### src/rtl/spi_port_expander.sv
// rtl/spi_port_expander.sv - SPI slave port expander: command/data word pairs drive NUM_PORTS output ports.
// Optional macro READBACK_EN enables the READ_PORT command (op 010); otherwise op 010 answers NAK.
module spi_port_expander #(
    parameter int                 WORD_W    = 8,
    parameter int                 NUM_PORTS = 4,
    parameter logic [WORD_W-1:0]  CHIP_ID   = 'h72,
    parameter logic [WORD_W-1:0]  VENDOR_ID = 'hAE,
    parameter logic [WORD_W-1:0]  ACK       = 'h01,
    parameter logic [WORD_W-1:0]  NAK       = 'h80
) (
    input  logic                          SCLK,
    input  logic                          NRST,
    input  logic                          SS,
    input  logic                          MOSI,
    output logic                          MISO,
    output logic [NUM_PORTS*WORD_W-1:0]   PORTS,
    output logic                          BYTE_IN,
    output logic                          CMD_ERR
);

    localparam int CNT_W = $clog2(WORD_W);
    localparam int IDX_W = WORD_W - 3;
    localparam logic [IDX_W:0] LP_NUM_PORTS = (IDX_W + 1)'(NUM_PORTS);

    typedef enum logic {PH_CMD, PH_DATA} phase_t;

    logic [CNT_W-1:0]  r_bitcnt;
    logic [WORD_W-1:0] r_rx;
    logic [WORD_W-1:0] r_tx;
    logic [WORD_W-1:0] r_devcmd;
    logic [WORD_W-1:0] r_port [NUM_PORTS];
    logic              r_miso;
    logic              r_byte_in;
    logic              r_cmd_err;
    phase_t            r_phase;
    phase_t            w_phase_next;

    logic              w_done;
    logic [WORD_W-1:0] w_word;
    logic [2:0]        w_op;
    logic [IDX_W-1:0]  w_idx;
    logic              w_idx_ok;
    logic [WORD_W-1:0] w_resp;
    logic              w_nak;
    logic [2:0]        w_dev_op;
    logic [IDX_W-1:0]  w_dev_idx;
    logic              w_wr_en;
    logic [IDX_W-1:0]  w_wr_idx;

    assign w_done   = (r_bitcnt == CNT_W'(WORD_W - 1));
    assign w_word   = {MOSI, r_rx[WORD_W-1:1]};
    assign w_op     = w_word[WORD_W-1:WORD_W-3];
    assign w_idx    = w_word[IDX_W-1:0];
    assign w_idx_ok = ({1'b0, w_idx} < LP_NUM_PORTS);

`ifdef READBACK_EN
    logic [WORD_W-1:0] w_rd_data;

    always_comb begin
        w_rd_data = '0;
        for (int p = 0; p < NUM_PORTS; p++) begin
            if (w_idx == IDX_W'(p)) w_rd_data = r_port[p];
        end
    end
`endif

    always_comb begin
        w_resp = NAK;
        w_nak  = 1'b1;
        case (w_op)
            3'b000: begin
                if (w_word == WORD_W'('h00) || w_word == WORD_W'('h01)) begin
                    w_resp = ACK;
                    w_nak  = 1'b0;
                end else if (w_word == WORD_W'('h06)) begin
                    w_resp = CHIP_ID;
                    w_nak  = 1'b0;
                end else if (w_word == WORD_W'('h19)) begin
                    w_resp = VENDOR_ID;
                    w_nak  = 1'b0;
                end
            end
            3'b001: begin
                if (w_idx_ok) begin
                    w_resp = ACK;
                    w_nak  = 1'b0;
                end
            end
            3'b010: begin
`ifdef READBACK_EN
                if (w_idx_ok) begin
                    w_resp = w_rd_data;
                    w_nak  = 1'b0;
                end
`endif
            end
            default: ;
        endcase
    end

    // Legacy 0x01 is the old single-port write and lands on port 0.
    assign w_dev_op  = r_devcmd[WORD_W-1:WORD_W-3];
    assign w_dev_idx = r_devcmd[IDX_W-1:0];
    assign w_wr_en   = ((w_dev_op == 3'b001) && ({1'b0, w_dev_idx} < LP_NUM_PORTS))
                       || (r_devcmd == WORD_W'('h01));
    assign w_wr_idx  = (w_dev_op == 3'b001) ? w_dev_idx : '0;

    always_comb begin
        w_phase_next = r_phase;
        if (!SS && w_done) begin
            w_phase_next = (r_phase == PH_CMD) ? PH_DATA : PH_CMD;
        end
    end

    always_ff @(posedge SCLK or posedge NRST) begin
        if (NRST) begin
            r_phase <= PH_CMD;
        end else begin
            r_phase <= w_phase_next;
        end
    end

    always_ff @(posedge SCLK or posedge NRST) begin
        if (NRST) begin
            r_bitcnt  <= '0;
            r_rx      <= '0;
            r_tx      <= '0;
            r_devcmd  <= '0;
            r_miso    <= 1'b0;
            r_byte_in <= 1'b0;
            r_cmd_err <= 1'b0;
            for (int p = 0; p < NUM_PORTS; p++) r_port[p] <= '0;
        end else if (!SS) begin
            r_rx      <= w_word;
            r_miso    <= r_tx[r_bitcnt];
            r_byte_in <= w_done;
            if (w_done) begin
                r_bitcnt <= '0;
                if (r_phase == PH_CMD) begin
                    r_tx     <= w_resp;
                    r_devcmd <= w_word;
                    if (w_nak) r_cmd_err <= 1'b1;
                end else begin
                    r_tx <= '0;
                    for (int p = 0; p < NUM_PORTS; p++) begin
                        if (w_wr_en && (w_wr_idx == IDX_W'(p))) r_port[p] <= w_word;
                    end
                end
            end else begin
                r_bitcnt <= r_bitcnt + 1'b1;
            end
        end
    end

    for (genvar g = 0; g < NUM_PORTS; g++) begin : g_ports
        assign PORTS[g*WORD_W +: WORD_W] = r_port[g];
    end

    assign MISO    = r_miso;
    assign BYTE_IN = r_byte_in;
    assign CMD_ERR = r_cmd_err;

endmodule
### config.mk
export PLATFORM = sky130hd
export DESIGN_NAME = spi_port_expander
export DESIGN_NICKNAME = d
export VERILOG_FILES = /design/src/rtl/spi_port_expander.sv
export SDC_FILE = /design/constraint.sdc
export NUM_CORES = 1
export LEC_CHECK = 0
export ABC_AREA = 1
export CELL_PAD_IN_SITES_DETAIL_PLACEMENT = 2
export CELL_PAD_IN_SITES_GLOBAL_PLACEMENT = 2
export CORE_MARGIN = 5
export CORE_UTILIZATION = 34
export DETAILED_ROUTE_END_ITERATION = 10
export PLACE_DENSITY = 0.85
export SYNTH_ARGS = -nofsm -noshare
export SYNTH_HDL_FRONTEND = slang
export SYNTH_SLANG_ARGS = --single-unit
### constraint.sdc
create_clock -name SCLK -period 5.19 [get_ports SCLK]
set_input_delay 1.038 -clock SCLK [delete_from_list [all_inputs] [get_ports SCLK]]
set_output_delay 1.038 -clock SCLK [all_outputs]
set_load 0.01 [all_outputs]
==> results_tabular.tex <==
\begin{tabular}{lr}
\hline
Metric & Value \\
\hline
\multicolumn{2}{l}{\textbf{Synth}} \\
Sequential area share after synthesis & 55.37\% \\
Cell area after synthesis & 2666 sq um \\
Top cell type by total area after synthesis & sky130\_fd\_sc\_hd\_\_dfrtp\_1 \\
Biggest area contributors in the synthesized netlist & sky130\_fd\_sc\_hd\_\_dfrtp\_1 (55\%), sky130\_fd\_sc\_hd\_\_nand2\_1 (15\%), sky130\_fd\_sc\_hd\_\_inv\_1 (5.1\%), sky130\_fd\_sc\_hd\_\_o21ai\_0 (4.1\%), sky130\_fd\_sc\_hd\_\_nand3\_1 (3.6\%) \\
Area fraction of the dominant cell type after synthesis & 55.37\% \\
Number of register bits inferred by synthesis & 59 \\
Syn nets & 321 \\
Number of cells produced by synthesis & 315 \\
Mean Syn Cell Area & 8.464 sq um \\
Synthesis Warnings & 0 \\
Synth unique cells & 25 \\
\multicolumn{2}{l}{\textbf{Clocking}} \\
Hold buffer count at cts & 0 \\
Clock sink count & 59 \\
H-tree depth & 3 \\
Clock buffers created by TritonCTS & 9 \\
Clk root buf & sky130\_fd\_sc\_hd\_\_clkbuf\_8 \\
TritonCTS clock tree & built \\
Setup Buffers After CTS & 0 \\
CTS max path bufs & 2 \\
Clock transition at the registers of the reported paths & 70 ps \\
Clock latency on the worst-skew pair & 360 ps \\
CTS-repair resized insts & 0 \\
\multicolumn{2}{l}{\textbf{Global route}} \\
GRT met3 Usage & 3.609\% \\
Global-route wire length before repair & 13560 um \\
GRT Total Usage & 18.30\% \\
Overall overflow remaining after global route & 0 \\
Number of global-route vias before repair & 2500 \\
Fraction of met1 tracks used by global routing & 21.81\% \\
Maximum number of pins on one net before global-route repair & 60 \\
Met2 routing resource usage after global routing & 30.99\% \\
Initial antenna violation count & 0 \\
Most heavily used metal layer in global routing & met2 \\
\multicolumn{2}{l}{\textbf{Timing}} \\
Clock tree skew after final layout & 9.127 ps \\
Number of max-slew violations in the final report & 0 \\
Maximum clock rate & 351.3 MHz \\
Worst relative slew slack & 48.40\% \\
Share of the cycle needed by the critical path after routing & 54.85\% \\
Number of failing setup endpoints in the final timing report & 0 \\
Slew @ Worst Pin & 773.9 ps \\
Final critical-path required period & 2847 ps \\
Final Hold Viols & 0 \\
TNS Setup & 0 ps \\
RSZ-0062 raised after global routing & false \\
\multicolumn{2}{l}{\textbf{Drt}} \\
Total detailed-routing wirelength & 8358 um \\
Via-per-instance ratio & 4.894 \\
Number of violations reported at the end of detailed-routing iteration 0 & 61 \\
ANT nets after route & 0 \\
Remaining routing DRC violations & 0 \\
Number of detailed-routing iterations run before antenna repair & 4 \\
Average detailed-routed wire length per instance & 18.13 um \\
Total via count after detailed routing & 2256 \\
\multicolumn{2}{l}{\textbf{Outcome}} \\
Run status & finished clean \\
\multicolumn{2}{l}{\textbf{Worst setup path}} \\
Startpoint type of the worst setup path & input pin \\
Endpoint class of the critical path & flop \\
Capturing instance or port of the critical path & PORTS[8] \\
Data arrival time of the worst path & 3090 ps \\
Worst r2r src & r\_bitcnt[1] \\
Number of cells traversed by the worst register-to-register path & 7 \\
Internal reg-to-reg setup slack & 3260 ps \\
Data required, critical path & 5430 ps \\
CP max FO & 20 \\
Critical path start-end classification & input pin to flop \\
CP startpoint & SS \\
Reg-to-reg endpoint & PORTS[8] \\
\multicolumn{2}{l}{\textbf{Power}} \\
Leakage & 1.656 nW \\
Highest ir drop seen on vdd & 193.5 uV \\
Power per Cell Area & 426.2 nW/um\^{}2 \\
Overall power consumption & 0.001420 W \\
\multicolumn{2}{l}{\textbf{Placement}} \\
Post-DP HPWL & 5588 um \\
Number of input and output port buffers inserted & 38 \\
Routability congestion estimate from global placement & 0.7650 \\
\multicolumn{2}{l}{\textbf{Finish}} \\
Number of antenna diodes & 0 \\
Post-layout nets & 360 \\
Area growth from synthesis to final layout & 24.96\% \\
Fraction of final layout cells with drive strength greater than 1 & 11.42\% \\
\multicolumn{2}{l}{\textbf{Min path}} \\
Source of the worst hold timing path & PORTS[7] \\
Min-Delay Path Class & flop to flop \\
\multicolumn{2}{l}{\textbf{Floorplan}} \\
Core ar. & 7687 sq um \\
Die footprint & 9713 sq um \\
Chip width & 98.56 um \\
Effective utilization at floorplan & 34.68\% \\
Top-level port count & 39 \\
Die Span Y & 98.56 um \\
FP Rows & 32 \\
\multicolumn{2}{l}{\textbf{Job}} \\
Max-capacitance violation count & 0 \\
\hline
\end{tabular}
[synthesized netlist by cell type, drive strengths merged]
cell	number
a21oi	2
buf	7
clkbuf	4
clkinv	1
dfrtp	59
ha	2
inv	41
nand2	111
nand3	21
nand4	9
nor2	23
o211ai	1
o21ai	33
o22ai	1
[flip-flops by register name, summed over array words and instances (netlist names)]
| name | cells |
|---|---|
| BYTE_IN | 1 |
| CMD_ERR | 1 |
| MISO | 1 |
| PORTS | 32 |
| r_bitcnt | 3 |
| r_devcmd | 8 |
| r_phase | 1 |
| r_rx | 7 |
| r_tx | 5 |
[layout make-up]
type                       instances  area, sq um
clock buffer                      12        165.2
fill                             857         4355
clock inverter                     4        47.55
sequential                        59         1476
timing repair buffer              39        387.9
inverter                          42        158.9
multi-input combinational        203        968.4
tap                              102        127.6
[kinds of logic after synthesis]
| kind of cell | count (synthesis) | synth area share (%) |
|---|---|---|
| fa+ha+maj | 2 | 0.9384 |
| compound gates | 37 | 7.650 |
| flops | 59 | 55.37 |
| simple gates | 164 | 27.73 |
| buf+inv | 53 | 8.305 |
[power by group]
part / internal [W] / total (W) / switching [W]
Combinational: 0.000120 / 0.000329 / 0.000209
Clock: 0.000259 / 0.000458 / 0.000199
Sequential: 0.000545 / 0.000633 / 0.0000879
Total: 0.000924 / 0.00142 / 0.000496
[through the flow]
step                      worst slack, ps  hold WS, ps  cells  utilization (%)  cell area (sq um)
after CTS                            2365        479.1    461            43.34               3332
final                                2343        474.5    461            43.34               3332
after floorplan                      2696        447.8    315                -               2666
after global routing                 2204        506.5    461            43.34               3332
after detailed placement             2029        462.1    445            40.58               3119
after global placement               2169        453.3    445            40.58               3119
[metal layers]
layer,share of wire (%),routed length (um),up-vias
li1,-,-,1061
met1,42,3549,1131
met4,3.2,271,0
met5,0,0,-
met2,50,4219,45
met3,3.8,318,19
[cell usage in the layout, fill, tap and decap left out, drive strengths merged]
cell and count:
a21oi 2, buf 1, bufinv 1, clkbuf 12, clkdlybuf4s50 38, clkinv 3, clkinvlp 1, dfrtp 59
ha 2, inv 41, nand2 111, nand3 21, nand4 9, nor2 23, o211ai 1, o21ai 33
o22ai 1
[worst min-delay path by stage]
stage,slack (ps),cells after the start,end
final,470,2,PORTS[7]
after global routing,510,2,PORTS[25]
after CTS,480,2,PORTS[23]
after detailed placement,460,2,PORTS[27]
after global placement,450,2,CMD_ERR
after floorplan,450,2,r_tx[0]
[critical path, cell delays in order]
cell and delay [ps]:
sky130_fd_sc_hd__clkdlybuf4s50_1 740, sky130_fd_sc_hd__inv_2 230, sky130_fd_sc_hd__nand2_2 150, sky130_fd_sc_hd__nor2_2 200, sky130_fd_sc_hd__nand3_2 340, sky130_fd_sc_hd__o21ai_1 290, sky130_fd_sc_hd__inv_1 80
Power figures use the tool's default switching activity.
